==> src/rtl/cmd_pkg.sv <==
// cmd_pkg: shared /CMD record constants and saver state encoding
package cmd_pkg;
    typedef enum logic [3:0] {
        IDLE, REC_TYPE, REC_LEN, REC_ALO, REC_AHI, RD_REQ, RD_WAIT, DATA_OUT,
        XF_TYPE, XF_LEN, XF_LO, XF_HI, FIN
    } state_t;
    localparam logic [7:0] CMD_LOAD = 8'h01;
    localparam logic [7:0] CMD_XFER = 8'h02;
    localparam logic [7:0] XFER_LEN = 8'h02;
endpackage

==> src/rtl/cmd_saver.sv <==
// cmd_saver: streams a RAM range out as TRS-80 /CMD load records plus an optional transfer record
//   clk_sys, reset                  : clock, async active-high reset
//   start, start_addr/end_addr/exec_addr : save request and its range and entry point
//   mem_addr, mem_rd, mem_data      : RAM read port, data one cycle after mem_rd
//   out_data, out_valid, out_ready  : byte stream with valid/ready handshake
//   busy, done, error               : status; done/error are one-cycle pulses
module cmd_saver
    import cmd_pkg::*;
#(
    parameter int MAX_BLOCK = 256,
    parameter bit EMIT_XFER = 1'b1
) (
    input  logic        clk_sys,
    input  logic        reset,
    input  logic        start,
    input  logic [15:0] start_addr,
    input  logic [15:0] end_addr,
    input  logic [15:0] exec_addr,
    output logic [15:0] mem_addr,
    output logic        mem_rd,
    input  logic [7:0]  mem_data,
    output logic [7:0]  out_data,
    output logic        out_valid,
    input  logic        out_ready,
    output logic        busy,
    output logic        done,
    output logic        error
);
    state_t      state_q;
    logic [15:0] addr_q, exec_q;
    logic [16:0] rem_q, rem_d;
    logic [8:0]  blk_q, blk_d;
    logic [7:0]  data_q;
    logic        valid_q, rd_q, busy_q, done_q, error_q;
    logic        xfer;
    assign xfer  = valid_q & out_ready;
    assign rem_d = {1'b0, end_addr} - {1'b0, start_addr} + 17'd1;
    assign blk_d = (rem_q >= 17'(MAX_BLOCK)) ? 9'(MAX_BLOCK) : rem_q[8:0];
    assign mem_addr  = addr_q;
    assign mem_rd    = rd_q;
    assign out_data  = data_q;
    assign out_valid = valid_q;
    assign busy      = busy_q;
    assign done      = done_q;
    assign error     = error_q;
    always_ff @(posedge clk_sys or posedge reset) begin
        if (reset) begin
            state_q <= IDLE;
            addr_q  <= '0;
            exec_q  <= '0;
            rem_q   <= '0;
            blk_q   <= '0;
            data_q  <= '0;
            valid_q <= 1'b0;
            rd_q    <= 1'b0;
            busy_q  <= 1'b0;
            done_q  <= 1'b0;
            error_q <= 1'b0;
        end else begin
            done_q  <= 1'b0;
            error_q <= 1'b0;
            rd_q    <= 1'b0;
            case (state_q)
                IDLE: if (start) begin
                    if (end_addr < start_addr) error_q <= 1'b1;
                    else begin
                        busy_q  <= 1'b1;
                        addr_q  <= start_addr;
                        exec_q  <= exec_addr;
                        rem_q   <= rem_d;
                        data_q  <= CMD_LOAD;
                        valid_q <= 1'b1;
                        state_q <= REC_TYPE;
                    end
                end
                REC_TYPE: if (xfer) begin
                    blk_q   <= blk_d;
                    data_q  <= 8'(blk_d + 9'd2);
                    state_q <= REC_LEN;
                end
                REC_LEN: if (xfer) begin
                    data_q  <= addr_q[7:0];
                    state_q <= REC_ALO;
                end
                REC_ALO: if (xfer) begin
                    data_q  <= addr_q[15:8];
                    state_q <= REC_AHI;
                end
                REC_AHI: if (xfer) begin
                    valid_q <= 1'b0;
                    rd_q    <= 1'b1;
                    state_q <= RD_REQ;
                end
                RD_REQ: state_q <= RD_WAIT;
                RD_WAIT: begin
                    data_q  <= mem_data;
                    valid_q <= 1'b1;
                    state_q <= DATA_OUT;
                end
                DATA_OUT: if (xfer) begin
                    rem_q <= rem_q - 17'd1;
                    blk_q <= blk_q - 9'd1;
                    // holding the address on the final byte keeps 0xFFFF from wrapping
                    if (rem_q > 17'd1) addr_q <= addr_q + 16'd1;
                    if (blk_q > 9'd1) begin
                        valid_q <= 1'b0;
                        rd_q    <= 1'b1;
                        state_q <= RD_REQ;
                    end else if (rem_q > 17'd1) begin
                        data_q  <= CMD_LOAD;
                        state_q <= REC_TYPE;
                    end else if (EMIT_XFER) begin
                        data_q  <= CMD_XFER;
                        state_q <= XF_TYPE;
                    end else begin
                        valid_q <= 1'b0;
                        done_q  <= 1'b1;
                        state_q <= FIN;
                    end
                end
                XF_TYPE: if (xfer) begin
                    data_q  <= XFER_LEN;
                    state_q <= XF_LEN;
                end
                XF_LEN: if (xfer) begin
                    data_q  <= exec_q[7:0];
                    state_q <= XF_LO;
                end
                XF_LO: if (xfer) begin
                    data_q  <= exec_q[15:8];
                    state_q <= XF_HI;
                end
                XF_HI: if (xfer) begin
                    valid_q <= 1'b0;
                    done_q  <= 1'b1;
                    state_q <= FIN;
                end
                FIN: begin
                    busy_q  <= 1'b0;
                    state_q <= IDLE;
                end
                default: state_q <= IDLE;
            endcase
        end
    end
endmodule
==> config.mk <==
export PLATFORM = sky130hd
export DESIGN_NAME = cmd_saver
export DESIGN_NICKNAME = d
export VERILOG_FILES = /design/src/rtl/cmd_pkg.sv /design/src/rtl/cmd_saver.sv
export SDC_FILE = /design/constraint.sdc
export NUM_CORES = 1
export LEC_CHECK = 0
export ABC_AREA = 1
export ABC_CLOCK_PERIOD_IN_PS = 3300
export BUFFER_PORTS_ARGS = -buffer_cell sky130_fd_sc_hd__buf_2
export CAP_MARGIN = 15
export CORE_MARGIN = 2
export CORE_UTILIZATION = 58
export DETAILED_ROUTE_END_ITERATION = 7
export PLACE_DENSITY_LB_ADDON = 0.15
export SYNTH_ARGS = -nofsm -noshare
export SYNTH_HDL_FRONTEND = slang
export SYNTH_SLANG_ARGS = --single-unit
export TNS_END_PERCENT = 1
==> constraint.sdc <==
create_clock -name clk_sys -period 3.3 [get_ports clk_sys]
set_input_delay 0.165 -clock clk_sys [delete_from_list [all_inputs] [get_ports clk_sys]]
set_output_delay 0.165 -clock clk_sys [all_outputs]
set_load 0.05 [all_outputs]
; ---- Yosys cells after proc, flatten, opt, wreduce, memory -nomap -nowiden
; Cells that the tools add are included.
[word_totals]
ff_bits = 75
inputBits = 60
[classes]
addsub = 6
n_lt_le_gt_ge = 4
n_eq_ne = 27
mux = 54
bitwise_logic = 2
n_reduce_logical = 15
[ops]
columns = op, count
row1 = 8-bit 2-to-1 mux, 10
row2 = 8-bit one-hot mux with 9 select lines, 1
row3 = 16-bit 2-to-1 mux, 4
row4 = 4-bit 2-to-1 mux, 13
row5 = 17-bit 2-to-1 mux, 3
row6 = 4-bit one-hot mux with 12 select lines, 1
row7 = 17-bit one-hot mux with 2 select lines, 1
row8 = 16-bit one-hot mux with 2 select lines, 1
row9 = 2-bit != test (second input constant), 14
row10 = 9-bit 2-to-1 mux, 3
row11 = 11-bit AND reduction, 2
row12 = 4-bit == test (second input constant), 5
row13 = 9-bit one-hot mux with 2 select lines, 1
row14 = 17-bit by 1-bit adder with 17-bit output (second input constant), 1
row15 = 17-bit by 9-bit greater-or-equal comparator with 1-bit output (second input constant), 1
row16 = 17-bit by 1-bit > comparator with 1-bit output (second input constant), 1
row17 = 16-bit by 16-bit subtractor with 17-bit output, 1
row18 = 17-bit by 1-bit subtractor with 17-bit output (second input constant), 1
row19 = 16-bit by 1-bit adder with 16-bit output (second input constant), 1
row20 = 4-bit by 3-bit == test with 1-bit output (second input constant), 4
row21 = 16-bit < comparator, 1
row22 = 1-bit 2-to-1 mux, 12
row23 = 9-bit by 1-bit > comparator with 1-bit output (second input constant), 1
row24 = 3-bit AND reduction, 3
row25 = other kinds (18), 22

; ---- Logic depth before layout (Yosys ltp)
[depth]
depth_word = 5
mapped_depth = 16
depth_no_buf = 16

; ---- Worst setup path before layout
; No wires, ideal clock.
[synth_path]
kind = input to register
start = input port start_addr[1]
end = register rem_q[15]
arrival_time_ns = 2.026
required_ns = 3.184
path_slack_ns = 1.158
path_stages = 16
path_buffers = 0
path_cell_list = inv_1 -> ha_1 -> inv_1 -> ha_1 -> inv_1 -> fa_1 -> o21ai_0 -> nand2_1 -> nand2_1 -> nand2_1 -> nand2_1 -> nand2_1 -> nand3_1 -> nand2_1 -> nand2_1 -> nand2_1
[synth_via]
elab_chain_cells = 5
elab_cells_between_ends = 8
classes_between = 2 x add/sub / 1 x order compare / 1 x eq/ne / 3 x mux / 1 x reduce/logical
[synth_lines]
columns = element, line
row1 = "start, declared", cmd_saver.sv:16  ; input logic [15:0] start_addr,
row2 = 16-bit by 16-bit subtractor with 17-bit output, cmd_saver.sv:37  ; assign rem_d = {1'b0, end_addr} - {1'b0, start_addr} + 17'd1;
row3 = 17-bit by 1-bit adder with 17-bit output, cmd_saver.sv:37
row4 = 17-bit 2-to-1 mux, cmd_saver.sv:65  ; if (end_addr < start_addr) error_q <= 1'b1;
row5 = 17-bit 2-to-1 mux, cmd_saver.sv:64  ; IDLE: if (start) begin
row6 = 17-bit one-hot mux with 2 select lines, cmd_saver.sv:63  ; case (state_q)
row7 = "end signal, assigned", cmd_saver.sv:70  ; rem_q <= rem_d;
row8 = "end signal, assigned", cmd_saver.sv:101  ; rem_q <= rem_q - 17'd1;
row9 = "end, declared", cmd_saver.sv:31  ; logic [16:0] rem_q, rem_d;
; Parallel ways exist; a longest one is shown, timed or not. The select of a mux whose other input is x is not followed.
; A chain may end at the register's enable or synchronous reset.

; ---- Worst setup path in the final report
[layout_path]
start = register rem_q[13]
end = register data_q[2], in the netlist out_data[2]
[layout_via]
elab_chain_cells = 5
[layout_lines]
columns = element, line
row1 = 17-bit by 9-bit greater-or-equal comparator with 1-bit output, cmd_saver.sv:38  ; assign blk_d = (rem_q >= 17'(MAX_BLOCK)) ? 9'(MAX_BLOCK) : rem_q[8:0];
row2 = 9-bit 2-to-1 mux, cmd_saver.sv:38
row3 = 8-bit by 2-bit adder with 8-bit output, cmd_saver.sv:78  ; data_q <= 8'(blk_d + 9'd2);
row4 = 8-bit 2-to-1 mux, cmd_saver.sv:76  ; REC_TYPE: if (xfer) begin
row5 = 8-bit one-hot mux with 9 select lines, cmd_saver.sv:63
row6 = "end signal, assigned", cmd_saver.sv:78
row7 = "end signal, assigned", cmd_saver.sv:82  ; data_q <= addr_q[7:0];
row8 = "end signal, assigned", cmd_saver.sv:86  ; data_q <= addr_q[15:8];
row9 = "end, declared", cmd_saver.sv:33  ; logic [7:0] data_q;
; Every way passes these cells. The select of a mux whose other input is x is not followed.

==> impl_metrics.csv <==
group,metric,value,unit
critical_path,critPathKind,"reg2reg",
synth,ys_ff_latch,75,
synth,syn_area_per_cell,6.85,sq um
clock_network,clock_sinks,75,
detailed_routing,drc,0,
sta,rsz0062_at_grt,"no",
detailed_routing,via_per_inst,5.52,
synth,synth_edf_count,0,
sta,worst_pin_slew,0.624,ns
clock_network,ctsHoldBuffers,1,
placement,io_buffers,88,
critical_path,critPathMaxStageDelay,0.41,ns
placement,dp_hpwl,12.6,mm
detailed_routing,dr.pass1.iters,5,
synth,ys_warn_count,0,
clock_network,cts_tree,"done",
critical_path,arrival,2.65,ns
floorplanning,fp-row-count,37,
critical_path,worstPathRequired,3.56,ns
min_path,hp-class,"in2reg",
finish,filler_cell_count,990,
critical_path,start_kind,"register",
status,status,"complete, no violations",
synth,synth_nets,1012,
sta,max_freq,420,MHz
floorplanning,fp.dieH,107,um
synth,async_reset_ff_share,100,%
pwr,p_leak,3.75,nW
floorplanning,die-width,107,um
synth,synth.area.top_cells,"dfrtp_1 30%, nand2_1 17%, ha_1 8.1%",
detailed_routing,ant_nets,0,
sta,min_period_over_period,72.2,%
clock_network,clk_path_buf_depth,2,
detailed_routing,vias,6233,
finish,antenna_cells,0,
clock_network,cts_buffers,9,
floorplanning,core_area,10400,sq um
synth,ys_seq_area_share,30.3,%
clock_network,post_cts_buffers,0,
synth,syn_inst,904,
critical_path,path_max_fanout,7,
synth,synth.most_common_cell,"nand2_1",
sta,slew_viol_final,0,
placement,place_congestion,1.01,
floorplanning,initial_core_util,59.7,%
critical_path,cpMostUsedCell,"nand2_1",
critical_path,crit_chain,"inv_1 > nand2_1 > nor2_1 > nand2_2 > nor2_1 > ha_1 > a22o_1 > a211oi_1 > nand2_1 > nand2_1 > nand2_1",
job,drv_cap,0,
sta,period_needed,2.38,ns
synth,synth_common_cells,"275 x nand2_1, 109 x inv_1, 75 x dfrtp_1",
detailed_routing,wire_per_inst,14.5,um
detailed_routing,routed_wl,16.4,mm
grt,grt_overflow,0,
clock_network,postCtsResizedCells,0,
synth,ys_types,49,
finish,fin_util,66.9,%
synth,syn_area,6200,sq um
pwr,p_per_area,826,nW/um^2
sta,fin_skew,0.0173,ns
sta,relSlewSlack,58.0,%
critical_path,r2r_setup_slack,0.92,ns
sta,setup_viol,0,
detailed_routing,drt_iter0_markers,458,
critical_path,critical_path.slowest_cell,"dfrtp_1",
synth,synth_top_area_cell,"dfrtp_1",
grt,grt_usage,29.5,%
grt,grt_max_degree,53,
finish,drive_gt1_share,14.6,%
clock_network,cts.clk_slew.worst_paths,0.09,ns
sta,finalHoldViolCount,0,
sta,finalSetupTns,0,ns
pwr,ir_drop,700,uV
clock_network,cts-root-buf,"clkbuf_8",
floorplanning,die-area,11500,sq um
finish,fin_nets,1098,
critical_path,cp-end-kind,"register",
grt,grt_pass1_wl,27.1,mm
clock_network,htree_levels,3,
synth,synth_ff_type,"dfrtp_1",
floorplanning,num_io_pins,89,
finish,area_growth,11.9,%
grt,grt_pass1_vias,5783,
grt,antenna_found_initial,0,
synth,yosys.area.top_type_share,30.3,%
clock_network,clk_latency,0.36,ns
[layout make-up]
| class | count | area [sq um] | share of cell area (%) |
|---|---|---|---|
| Clock buffer | 9 | 124 | 1.79 |
| Clock inverter | 6 | 65.1 | 0.938 |
| Inverter | 118 | 448 | 6.46 |
| Multi-Input combinational cell | 691 | 3760 | 54.2 |
| Sequential cell | 75 | 1880 | 27.1 |
| Tap cell | 136 | 170 | 2.45 |
| Timing Repair Buffer | 95 | 495 | 7.14 |
[routing by layer]
layer | up-vias | track usage, % | part of all wire, %
met2 | 220 | 46.6 | 45
met1 | 2882 | 42.2 | 47
met5 | - | 0 | 0
li1 | 3104 | - | -
met3 | 27 | 3.51 | 6.0
met4 | 0 | 9.98 | 1.9
[kinds of logic after synthesis]
kind of cell    count (synthesis)  synth area share [%]
compound gates                163                  14.8
flops                          75                  30.3
fa+ha+maj                      48                  10.7
simple gates                  459                  32.2
xor+xnor                       21                  2.97
buf+inv                       138                  9.09
[registers in the layout, summed over array words and instances, names as in the netlist, 4 cells and up]
signal	count
out_data	8
blk_q	9
exec_q	16
mem_addr	16
state_q	4
rem_q	17
[worst max-delay path, delay by kind of cell (launching register included)]
kind                     cells  cell delay [ns]
AND/OR/NAND/NOR              7             1.01
AO/OA/AOI/OAI                2             0.48
flip-flops                   1             0.41
adder cells (fa/ha/maj)      1             0.31
buffers and inverters        1             0.09
[layout by cell type, fill, tap and decap left out, types with 5 or more instances in the layout]
master,count
nand2_1,275
inv_1,108
buf_2,88
dfrtp_1,75
nor2_1,74
o21ai_0,67
nand3_1,55
a21oi_1,49
ha_1,40
xor2_1,16
nor3_1,13
nand4_1,10
o21ai_1,9
clkbuf_8,9
o22ai_1,8
fa_1,8
inv_2,7
nand3b_1,7
a211oi_1,6
buf_4,6
nor2_2,5
nand2_2,5
xnor2_1,5
[worst paths after layout]
kind	start	end	cells after the start
worst max-delay path	rem_q[13]	out_data[2]	11
worst min-delay path	start	error	3
worst max register to register	rem_q[13]	out_data[2]	11
worst min register to register	out_data[5]	out_data[5]	2
max in group asynchronous	reset	mem_addr[2]	4
min in group asynchronous	reset	state_q[2]	4
[per-stage QoR]
| step | std cells | total power (W) | setup slack, ns | instance area (sq um) | hold slack [ns] |
|---|---|---|---|---|---|
| 2_1_floorplan | 904 | 0.00424 | 1.16 | 6200 | 0.294 |
| 3_3_place_gp | 1114 | 0.00494 | 0.797 | 6740 | 0.247 |
| 3_5_place_dp | 1114 | 0.00498 | 0.753 | 6740 | 0.248 |
| 4_1_cts | 1130 | 0.00571 | 0.953 | 6940 | 0.0235 |
| 5_1_grt | 1130 | 0.00621 | 0.730 | 6940 | 0.0328 |
| 6_report | 1130 | 0.00573 | 0.916 | 6940 | 0.0378 |
[report_power, final]
part	internal (W)	switching [W]	leakage (nW)	total, W
clock	0.000347	0.000378	0.0955	0.000725
combinational	0.000994	0.00225	2.73	0.00325
sequential	0.00132	0.000439	0.927	0.00176
(Power assumes the default switching activity.)
